File: src/rtl/bus_arbiter.sv
// Two-master round-robin arbiter for the shared peripheral bus (M0 = CPU data, M1 = DMA/debug).
// Optional slave timeout/abort is built only when BUS_ARB_TIMEOUT_EN is defined.
module bus_arbiter #(
    parameter int AW      = 32,
    parameter int DW      = 32,
    parameter int TIMEOUT = 255
) (
    input  logic          clk,
    input  logic          rst_n,
    input  logic          m0_req,
    input  logic          m0_we,
    input  logic [AW-1:0] m0_addr,
    input  logic [DW-1:0] m0_wdata,
    output logic [DW-1:0] m0_rdata,
    output logic          m0_ready,
    output logic          m0_err,
    input  logic          m1_req,
    input  logic          m1_we,
    input  logic [AW-1:0] m1_addr,
    input  logic [DW-1:0] m1_wdata,
    output logic [DW-1:0] m1_rdata,
    output logic          m1_ready,
    output logic          m1_err,
    output logic          s_req,
    output logic          s_we,
    output logic [AW-1:0] s_addr,
    output logic [DW-1:0] s_wdata,
    input  logic [DW-1:0] s_rdata,
    input  logic          s_ready,
    output logic          ctrl,
    output logic          busy
);
    typedef enum logic [1:0] {IDLE, BUSY, DONE} state_t;

    state_t        state_q, state_d;
    logic          s_req_q, s_req_d;
    logic          s_we_q, s_we_d;
    logic [AW-1:0] s_addr_q, s_addr_d;
    logic [DW-1:0] s_wdata_q, s_wdata_d;
    logic [DW-1:0] m0_rdata_q, m0_rdata_d, m1_rdata_q, m1_rdata_d;
    logic          m0_ready_q, m0_ready_d, m1_ready_q, m1_ready_d;
    logic          ctrl_q, ctrl_d;
    logic          last_q, last_d;
    logic          win;
    logic          finish;
    logic [DW-1:0] fin_data;

`ifdef BUS_ARB_TIMEOUT_EN
    localparam int CW = $clog2(TIMEOUT + 1);
    logic [CW-1:0] cnt_q, cnt_d;
    logic          abort_q, abort_d;
`else
    localparam int UNUSED_TIMEOUT = TIMEOUT;
`endif

    always_comb begin
        state_d    = state_q;
        s_req_d    = s_req_q;
        s_we_d     = s_we_q;
        s_addr_d   = s_addr_q;
        s_wdata_d  = s_wdata_q;
        m0_rdata_d = m0_rdata_q;
        m1_rdata_d = m1_rdata_q;
        m0_ready_d = 1'b0;
        m1_ready_d = 1'b0;
        ctrl_d     = ctrl_q;
        last_d     = last_q;
        win        = 1'b0;
        finish     = 1'b0;
        fin_data   = '0;
`ifdef BUS_ARB_TIMEOUT_EN
        cnt_d      = cnt_q;
        abort_d    = abort_q;
`endif
        case (state_q)
            IDLE: begin
                if (m0_req || m1_req) begin
                    // On a tie the master that did not win last time goes next
                    win       = (m0_req && m1_req) ? ~last_q : m1_req;
                    ctrl_d    = win;
                    last_d    = win;
                    s_we_d    = win ? m1_we    : m0_we;
                    s_addr_d  = win ? m1_addr  : m0_addr;
                    s_wdata_d = win ? m1_wdata : m0_wdata;
                    s_req_d   = 1'b1;
                    state_d   = BUSY;
`ifdef BUS_ARB_TIMEOUT_EN
                    cnt_d     = '0;
                    abort_d   = 1'b0;
`endif
                end
            end
            BUSY: begin
                if (s_ready) begin
                    finish   = 1'b1;
                    fin_data = s_we_q ? '0 : s_rdata;
`ifdef BUS_ARB_TIMEOUT_EN
                end else if (cnt_q == CW'(TIMEOUT - 1)) begin
                    finish  = 1'b1;
                    abort_d = 1'b1;
                end else begin
                    cnt_d = cnt_q + 1'b1;
`endif
                end
            end
            DONE:    state_d = IDLE;
            default: state_d = IDLE;
        endcase

        if (finish) begin
            s_req_d = 1'b0;
            state_d = DONE;
            if (ctrl_q) begin
                m1_rdata_d = fin_data;
                m1_ready_d = 1'b1;
            end else begin
                m0_rdata_d = fin_data;
                m0_ready_d = 1'b1;
            end
        end
    end

    always_ff @(posedge clk) begin
        if (!rst_n) begin
            state_q    <= IDLE;
            s_req_q    <= 1'b0;
            s_we_q     <= 1'b0;
            s_addr_q   <= '0;
            s_wdata_q  <= '0;
            m0_rdata_q <= '0;
            m1_rdata_q <= '0;
            m0_ready_q <= 1'b0;
            m1_ready_q <= 1'b0;
            ctrl_q     <= 1'b0;
            last_q     <= 1'b1;
`ifdef BUS_ARB_TIMEOUT_EN
            cnt_q      <= '0;
            abort_q    <= 1'b0;
`endif
        end else begin
            state_q    <= state_d;
            s_req_q    <= s_req_d;
            s_we_q     <= s_we_d;
            s_addr_q   <= s_addr_d;
            s_wdata_q  <= s_wdata_d;
            m0_rdata_q <= m0_rdata_d;
            m1_rdata_q <= m1_rdata_d;
            m0_ready_q <= m0_ready_d;
            m1_ready_q <= m1_ready_d;
            ctrl_q     <= ctrl_d;
            last_q     <= last_d;
`ifdef BUS_ARB_TIMEOUT_EN
            cnt_q      <= cnt_d;
            abort_q    <= abort_d;
`endif
        end
    end

    assign s_req    = s_req_q;
    assign s_we     = s_we_q;
    assign s_addr   = s_addr_q;
    assign s_wdata  = s_wdata_q;
    assign m0_rdata = m0_rdata_q;
    assign m1_rdata = m1_rdata_q;
    assign m0_ready = m0_ready_q;
    assign m1_ready = m1_ready_q;
    assign ctrl     = ctrl_q;
    assign busy     = (state_q != IDLE);

    // Error is only meaningful alongside the ready pulse, so it is qualified by it
`ifdef BUS_ARB_TIMEOUT_EN
    assign m0_err = m0_ready_q & abort_q;
    assign m1_err = m1_ready_q & abort_q;
`else
    assign m0_err = 1'b0;
    assign m1_err = 1'b0;
`endif
endmodule

File: config.mk
export PLATFORM = sky130hd
export DESIGN_NAME = bus_arbiter
export DESIGN_NICKNAME = d
export VERILOG_FILES = /design/src/rtl/bus_arbiter.sv
export SDC_FILE = /design/constraint.sdc
export NUM_CORES = 1
export LEC_CHECK = 0
export ABC_AREA = 1
export ABC_CLOCK_PERIOD_IN_PS = 2000
export CAP_MARGIN = 20
export CORE_MARGIN = 3
export CORE_UTILIZATION = 40
export DETAILED_ROUTE_END_ITERATION = 8
export GPL_ROUTABILITY_DRIVEN = 0
export PLACE_DENSITY_LB_ADDON = 0.1
export SYNTH_ARGS = -nofsm -noshare
export SYNTH_HDL_FRONTEND = slang
export SYNTH_SLANG_ARGS = --single-unit
File: constraint.sdc
create_clock -name clk -period 2 [get_ports clk]
set_input_delay 0.4 -clock clk [delete_from_list [all_inputs] [get_ports clk]]
set_output_delay 0.4 -clock clk [all_outputs]
set_load 0.03 [all_outputs]
==> reports/results.ini, run 1 <==
[synthesis]
ys_async_sr_fraction_pct=0
netlist_top_cells_count=nand2_1, nor2_1, dfxtp_1, inv_1
yosysWarnings=0
synth_area_per_cell_um2=6.41
syn-cell-area_um2=6050
synth_edf_count=0
ys.flop_type=dfxtp_1
synth_top_cell_by_area=dfxtp_1
yosysSeqAreaShare_pct=45.0
yosys-top-cells-area=dfxtp_1, nand2_1, nor2_1
synth_cell_types=17
synth_cells=943
synth.most_common_cell=nand2_1
ys_seq_elements=136
synth_top_area_share_pct=45.0

[sta]
rsz0062_at_grt=false
fin_crit_sh_pct=93.8
finalSetupTns_ns=0
hold_viol_final=0
fin_skew_ns=0.0112
fmax_mhz=533
worst_pin_slew_ns=0.630
fin_crit_ns=1.88
slew-limit-headroom_pct=58.0
drv_slew=0
setup_viol=0

[setup_path]
endpoint_kind=output pin
cpMaxStageDelayCell=clkdlybuf4s50_1
start_kind=register
cp_num_buf_inv=1
worstPathMaxFanout=2
crit_chain=clkdlybuf4s50_1
ff2ff_setup_slack_ns=0.57
worstReg2RegEnd=m1_rdata[25]
max_stage_delay_ns=0.70
r2r_cells=5
worst-setup-path-type=register to output pin
critical-path-top-delay-family=buffers and inverters
required_ns=1.60
crit_arrival_ns=1.48
r2r_start=ctrl

[die]
fp.dieH_um=129
io_pins=303
fp-row-count=44
core-area_um2=14600
dieArea_um2=16600
die_width_um=129
initial_utilization_pct=41.3

[grt]
track_usage_pct=22.9
antenna_found_initial=0
grt_max_degree=68
grt_pass1_wl_um=30300
grt_overflow=0
grt_pass1_vias=6210

[route]
drt_pre_antenna_iters=5
drc=0
routed_via_density=4.67
vias=6620
wl_per_cell_um=13.9
wirelength_um=19700
ant_nets=0
drt_iter0_drc=396

[clocking]
cts_sinks=136
clock_path_buffers=2
cts_root_buf=clkbuf_16
cts_tree=done
path_clk_slew_ns=0.06
htreeDepth=4
holdBufCountCts=0
clk_latency_ns=0.42
cts_buffers=17

[placed_design]
io_buffers=300
placedCellCount=1388
dp_hpwl_um=13700

[layout]
fill_cells=1297
fin_nets=1390
layout-drive-gt1-share_pct=5.18
finalNonFillerCells=1419
multi_input_area_um2=2750
diodes=0
regArea_um2=2720
synthToLayoutAreaGrowth_pct=63.4

[hold_path]
hold_path_end=state_q[1]
hp-class=primary input to register
worstHoldStart=rst_n
whs_path_depth=3

[outcome]
status=finished, final reports clean

[flow_run]
maxCapViolCount=0

[power_and_ir_drop]
peakVddDrop_uv=575
p_leak_uw=0.00427
p_per_area_nw_per_um2=852

==> tightest hold or removal path, delay by kind of cell <==
kind                   cells  cell delay (ns)
buffers and inverters      2             0.25
AND/OR/NAND/NOR            1             0.14
==> layout by cell type (no fill, tap or decap), types with 17 or more instances in the layout <==
master           synthesis  routed
a21oi_1                 66      66
nand2_1                264     263
clkbuf_16                0      17
nor2_1                 234     234
buf_4                    9      18
dfxtp_1                136     136
nand3_1                 35      35
inv_1                   69      69
clkdlybuf4s50_1          0     296
o21ai_0                 66      66
==> state kept, by name, indices dropped and copies added (netlist names) <==
name,cells
m1_rdata,32
s_req,1
s_we,1
m0_ready,1
last_q,1
state_q,2
s_wdata,32
m0_rdata,32
m1_ready,1
ctrl,1
s_addr,32
==> metrics by stage <==
| step | utilization, % | power (uW) | worst slack, ns | hold slack, ns | area [um2] |
|---|---|---|---|---|---|
| after global routing | 67.5 | 8790 | 0.0556 | 0.422 | 9880 |
| after global placement | 63.4 | 5320 | 0.117 | 0.451 | 9290 |
| after detailed placement | 63.4 | 5330 | 0.0872 | 0.454 | 9290 |
| after CTS | 67.5 | 8500 | 0.0598 | 0.398 | 9880 |
| final | 67.5 | 8420 | 0.123 | 0.406 | 9880 |
| after floorplan | - | 4300 | 0.614 | 0.442 | 6050 |
==> how the worst max path moves through the flow <==
stage,cells after the start,start,slack [ns],end
after CTS,1,s_we,0.06,s_we
after global routing,3,state_q[0],0.06,busy
after global placement,8,m1_req,0.12,s_addr[17]
after detailed placement,8,m1_req,0.09,s_wdata[31]
after floorplan,6,ctrl,0.61,m0_rdata[24]
final,1,m1_rdata[25],0.12,m1_rdata[25]
==> layout make-up <==
class / count / area share (%)
sequential: 136 / 27.6
inverter: 70 / 2.66
tap: 184 / 2.33
clock buffer: 17 / 4.30
timing repair buffer: 327 / 33.6
clock inverter: 14 / 1.68
multi-input combinational: 671 / 27.8
==> cell families after synthesis <==
| logic type | synth area share (%) |
|---|---|
| buffers and inverters | 9.68 |
| other | 0.0620 |
| flip-flops | 45.0 |
| AND/OR/NAND/NOR | 34.3 |
| AO/OA/AOI/OAI | 10.9 |
==> power by group <==
group	internal, uW	leakage, uW	switching (uW)	total [uW]
combinational	982	0.00287	1240	2220
sequential	2940	0.00112	108	3040
clock	1860	0.000287	1280	3150
==> timing repair <==
action	CTS	global route
pin swaps	0	0
gates resized for setup	1	1
cloned	0	0
endpoints found under the hold margin	0	0
buffers inserted	0	0
setup endpoints to repair	1	1
==> metal layers <==
metal | wire, um | track usage, %
met1 | 7800 | 24.7
met2 | 9950 | 41.0
met3 | 1710 | 9.30
met4 | 264 | 7.10
met5 | 0 | 0
Power figures use the tool's default switching activity.
==> inputs of run 2 (changes only) <==
--- a/config.mk
+++ b/config.mk
@@ -6,7 +6,7 @@
 export NUM_CORES = 1
 export LEC_CHECK = 0
 export ABC_AREA = 1
-export ABC_CLOCK_PERIOD_IN_PS = 2000
+export ABC_CLOCK_PERIOD_IN_PS = 1770
 export CAP_MARGIN = 20
 export CORE_MARGIN = 3
 export CORE_UTILIZATION = 40
==> constraint.sdc (replaced) <==
create_clock -name clk -period 1.77 [get_ports clk]
set_input_delay 0.354 -clock clk [delete_from_list [all_inputs] [get_ports clk]]
set_output_delay 0.354 -clock clk [all_outputs]
set_load 0.03 [all_outputs]
==> reports/results.ini, run 2 (synthesis gave the netlist of run 1 again) <==
[route]
drc=0  ; unchanged
wirelength_um=19300  ; was 19,700 um
ant_nets=0  ; unchanged
vias=6610  ; was 6,620
drt_pre_antenna_iters=5  ; unchanged
drt_iter0_drc=301  ; was 396
wl_per_cell_um=13.6  ; was 13.9 um
routed_via_density=4.65  ; was 4.67

[clocking]
cts_buffers=17  ; unchanged
htreeDepth=4  ; unchanged
clock_path_buffers=2  ; unchanged
holdBufCountCts=0  ; unchanged
path_clk_slew_ns=0.06  ; about the same
clk_latency_ns=0.41  ; was 0.42 ns
cts_sinks=136  ; unchanged
cts_tree=done  ; unchanged
cts_root_buf=clkbuf_16  ; unchanged

[sta]
hold_viol_final=0  ; unchanged
drv_slew=0  ; unchanged
finalSetupTns_ns=0  ; unchanged
fin_crit_ns=1.64
setup_viol=0  ; unchanged
worst_slack_ns=0.126  ; was 0.123 ns
fin_skew_ns=0.00591  ; was 0.0112 ns
fin_crit_sh_pct=92.9
fmax_mhz=608
rsz0062_at_grt=false  ; unchanged

[setup_path]
cp_num_buf_inv=2  ; was 1
critical-path-top-delay-family=buffers and inverters  ; unchanged
crit_chain=buf_4 -> buf_4  ; was clkdlybuf4s50_1
worstReg2RegEnd=s_addr[0]  ; was m1_rdata[25]
r2r_cells=7  ; was 5
crit_top_cell=buf_4
endpoint_kind=output pin  ; unchanged
cpMaxStageDelayCell=dfxtp_1  ; was clkdlybuf4s50_1
r2r_start=state_q[1]  ; was ctrl
worst-setup-path-type=register to output pin  ; unchanged
crit_arrival_ns=1.29  ; was 1.48 ns
start_kind=register  ; unchanged
ff2ff_setup_slack_ns=0.41  ; was 0.57 ns
worstPathMaxFanout=18  ; was 2
max_stage_delay_ns=0.40  ; was 0.70 ns
required_ns=1.42  ; was 1.60 ns

[layout]
fill_cells=1400  ; was 1,297
diodes=0  ; unchanged
synthToLayoutAreaGrowth_pct=61.2  ; was 63.4%
layout-drive-gt1-share_pct=5.25  ; was 5.18%
final_common_cell=nand2_1  ; was clkdlybuf4s50_1
final_cell_mix=nand2_1, nor2_1, clkdlybuf4s50_1, dfxtp_1, dlygate4sd2_1  ; was clkdlybuf4s50_1, nand2_1, nor2_1, dfxtp_1, inv_1
fin_nets=1392  ; was 1,390

[hold_path]
worstHoldStart=rst_n  ; unchanged
hp-class=primary input to register  ; unchanged
whs_path_depth=3  ; unchanged
hold_path_end=m1_rdata[17]  ; was state_q[1]

[placed_design]
dp_hpwl_um=13800  ; was 13,700 um
io_buffers=300  ; unchanged
dp_slack_ns=-0.00211  ; was 0.0872 ns

[die]
die_width_um=129  ; unchanged
core-area_um2=14600  ; unchanged
initial_utilization_pct=41.3  ; unchanged
dieArea_um2=16600  ; unchanged
fp-row-count=44  ; unchanged
fp.dieH_um=129  ; unchanged
io_pins=303  ; unchanged

[grt]
met2_usage_pct=37.5  ; was 41.0%
grt_pass1_wl_um=29300  ; was 30,300 um
top_usage_layer=met2  ; unchanged
grt_max_degree=57  ; was 68
grt_overflow=0  ; unchanged
track_usage_pct=22.2  ; was 22.9%
grt_pass1_vias=5917  ; was 6,210
use_met3_pct=8.43  ; was 9.30%
grt_use_met1_pct=25.3  ; was 24.7%
antenna_found_initial=0  ; unchanged

[outcome]
status=finished, final reports clean  ; unchanged

[power_and_ir_drop]
power_uw=9290  ; was 8420 uW
p_leak_uw=0.00484  ; was 0.00427 uW
peakVddDrop_uv=714  ; was 575 uV
p_per_area_nw_per_um2=952  ; was 852 nW/um2

[flow_run]
maxCapViolCount=0  ; unchanged

run 2: changes by cell type in the layout (fill, tap and decap cells not counted), moves of 3 or more:
cell             previous run  this run
clkinv_2                    0         3
clkbuf_1                    0         3
inv_6                       4         0
clkinv_4                    6         0
dlygate4sd2_1               1       130
clkbuf_8                    0         5
clkdlybuf4s50_1           296       165
run 2: cell type report:
cell class	count	area, um2	area share (%)
Clock buffer	25	505	5.18
Clock inverter	7	90.1	0.924
Inverter	70	263	2.70
Multi-Input combinational cell	671	2750	28.2
Sequential cell	136	2720	27.9
Tap cell	184	230	2.36
Timing Repair Buffer	329	3190	32.7
run 2: how the worst max path moves through the flow:
| stage | from | end | depth (start not counted) |
|---|---|---|---|
| finish | ctrl | ctrl | 2 |
| global route | ctrl | ctrl | 2 |
| CTS | m1_ready | m1_ready | 1 |
| detailed placement | s_ready | m0_rdata[8] | 6 |
| global placement | m0_req | s_addr[7] | 7 |
| floorplan | ctrl | m0_rdata[24] | 6 |
run 2: per-stage QoR:
stage | instances | cell area [um2] | hold slack, ns | utilization [%]
2_1_floorplan | 944 | 6050 | 0.442 | -
3_3_place_gp | 1390 | 9320 | 0.450 | 63.6
3_5_place_dp | 1390 | 9320 | 0.453 | 63.6
4_1_cts | 1422 | 9750 | 0.419 | 66.6
5_1_grt | 1422 | 9750 | 0.451 | 66.6
6_report | 1422 | 9750 | 0.424 | 66.6
run 2: per-layer routing:
metal,up-vias,wire [um]
met5,-,0
met4,0,432
met3,27,1710
met2,243,9300
met1,2888,7850
li1,3452,-
run 2: power breakdown:
| part | switching [uW] | leakage [uW] | internal [uW] |
|---|---|---|---|
| logic | 1400 | 0.00343 | 926 |
| clock network | 1270 | 0.000289 | 2250 |
| registers | 111 | 0.00112 | 3320 |
run 2: timing repair:
item,4_1_cts,5_1_grt
endpoints found under the hold margin,0,0
pin swaps,0,0
setup buffers,0,0
setup endpoints to repair,131,3
gates resized for setup,131,4
run 2: tightest hold or removal path, cell delays in order:
cell and delay (ns):
buf_2 0.11, inv_2 0.17, a21oi_1 0.15
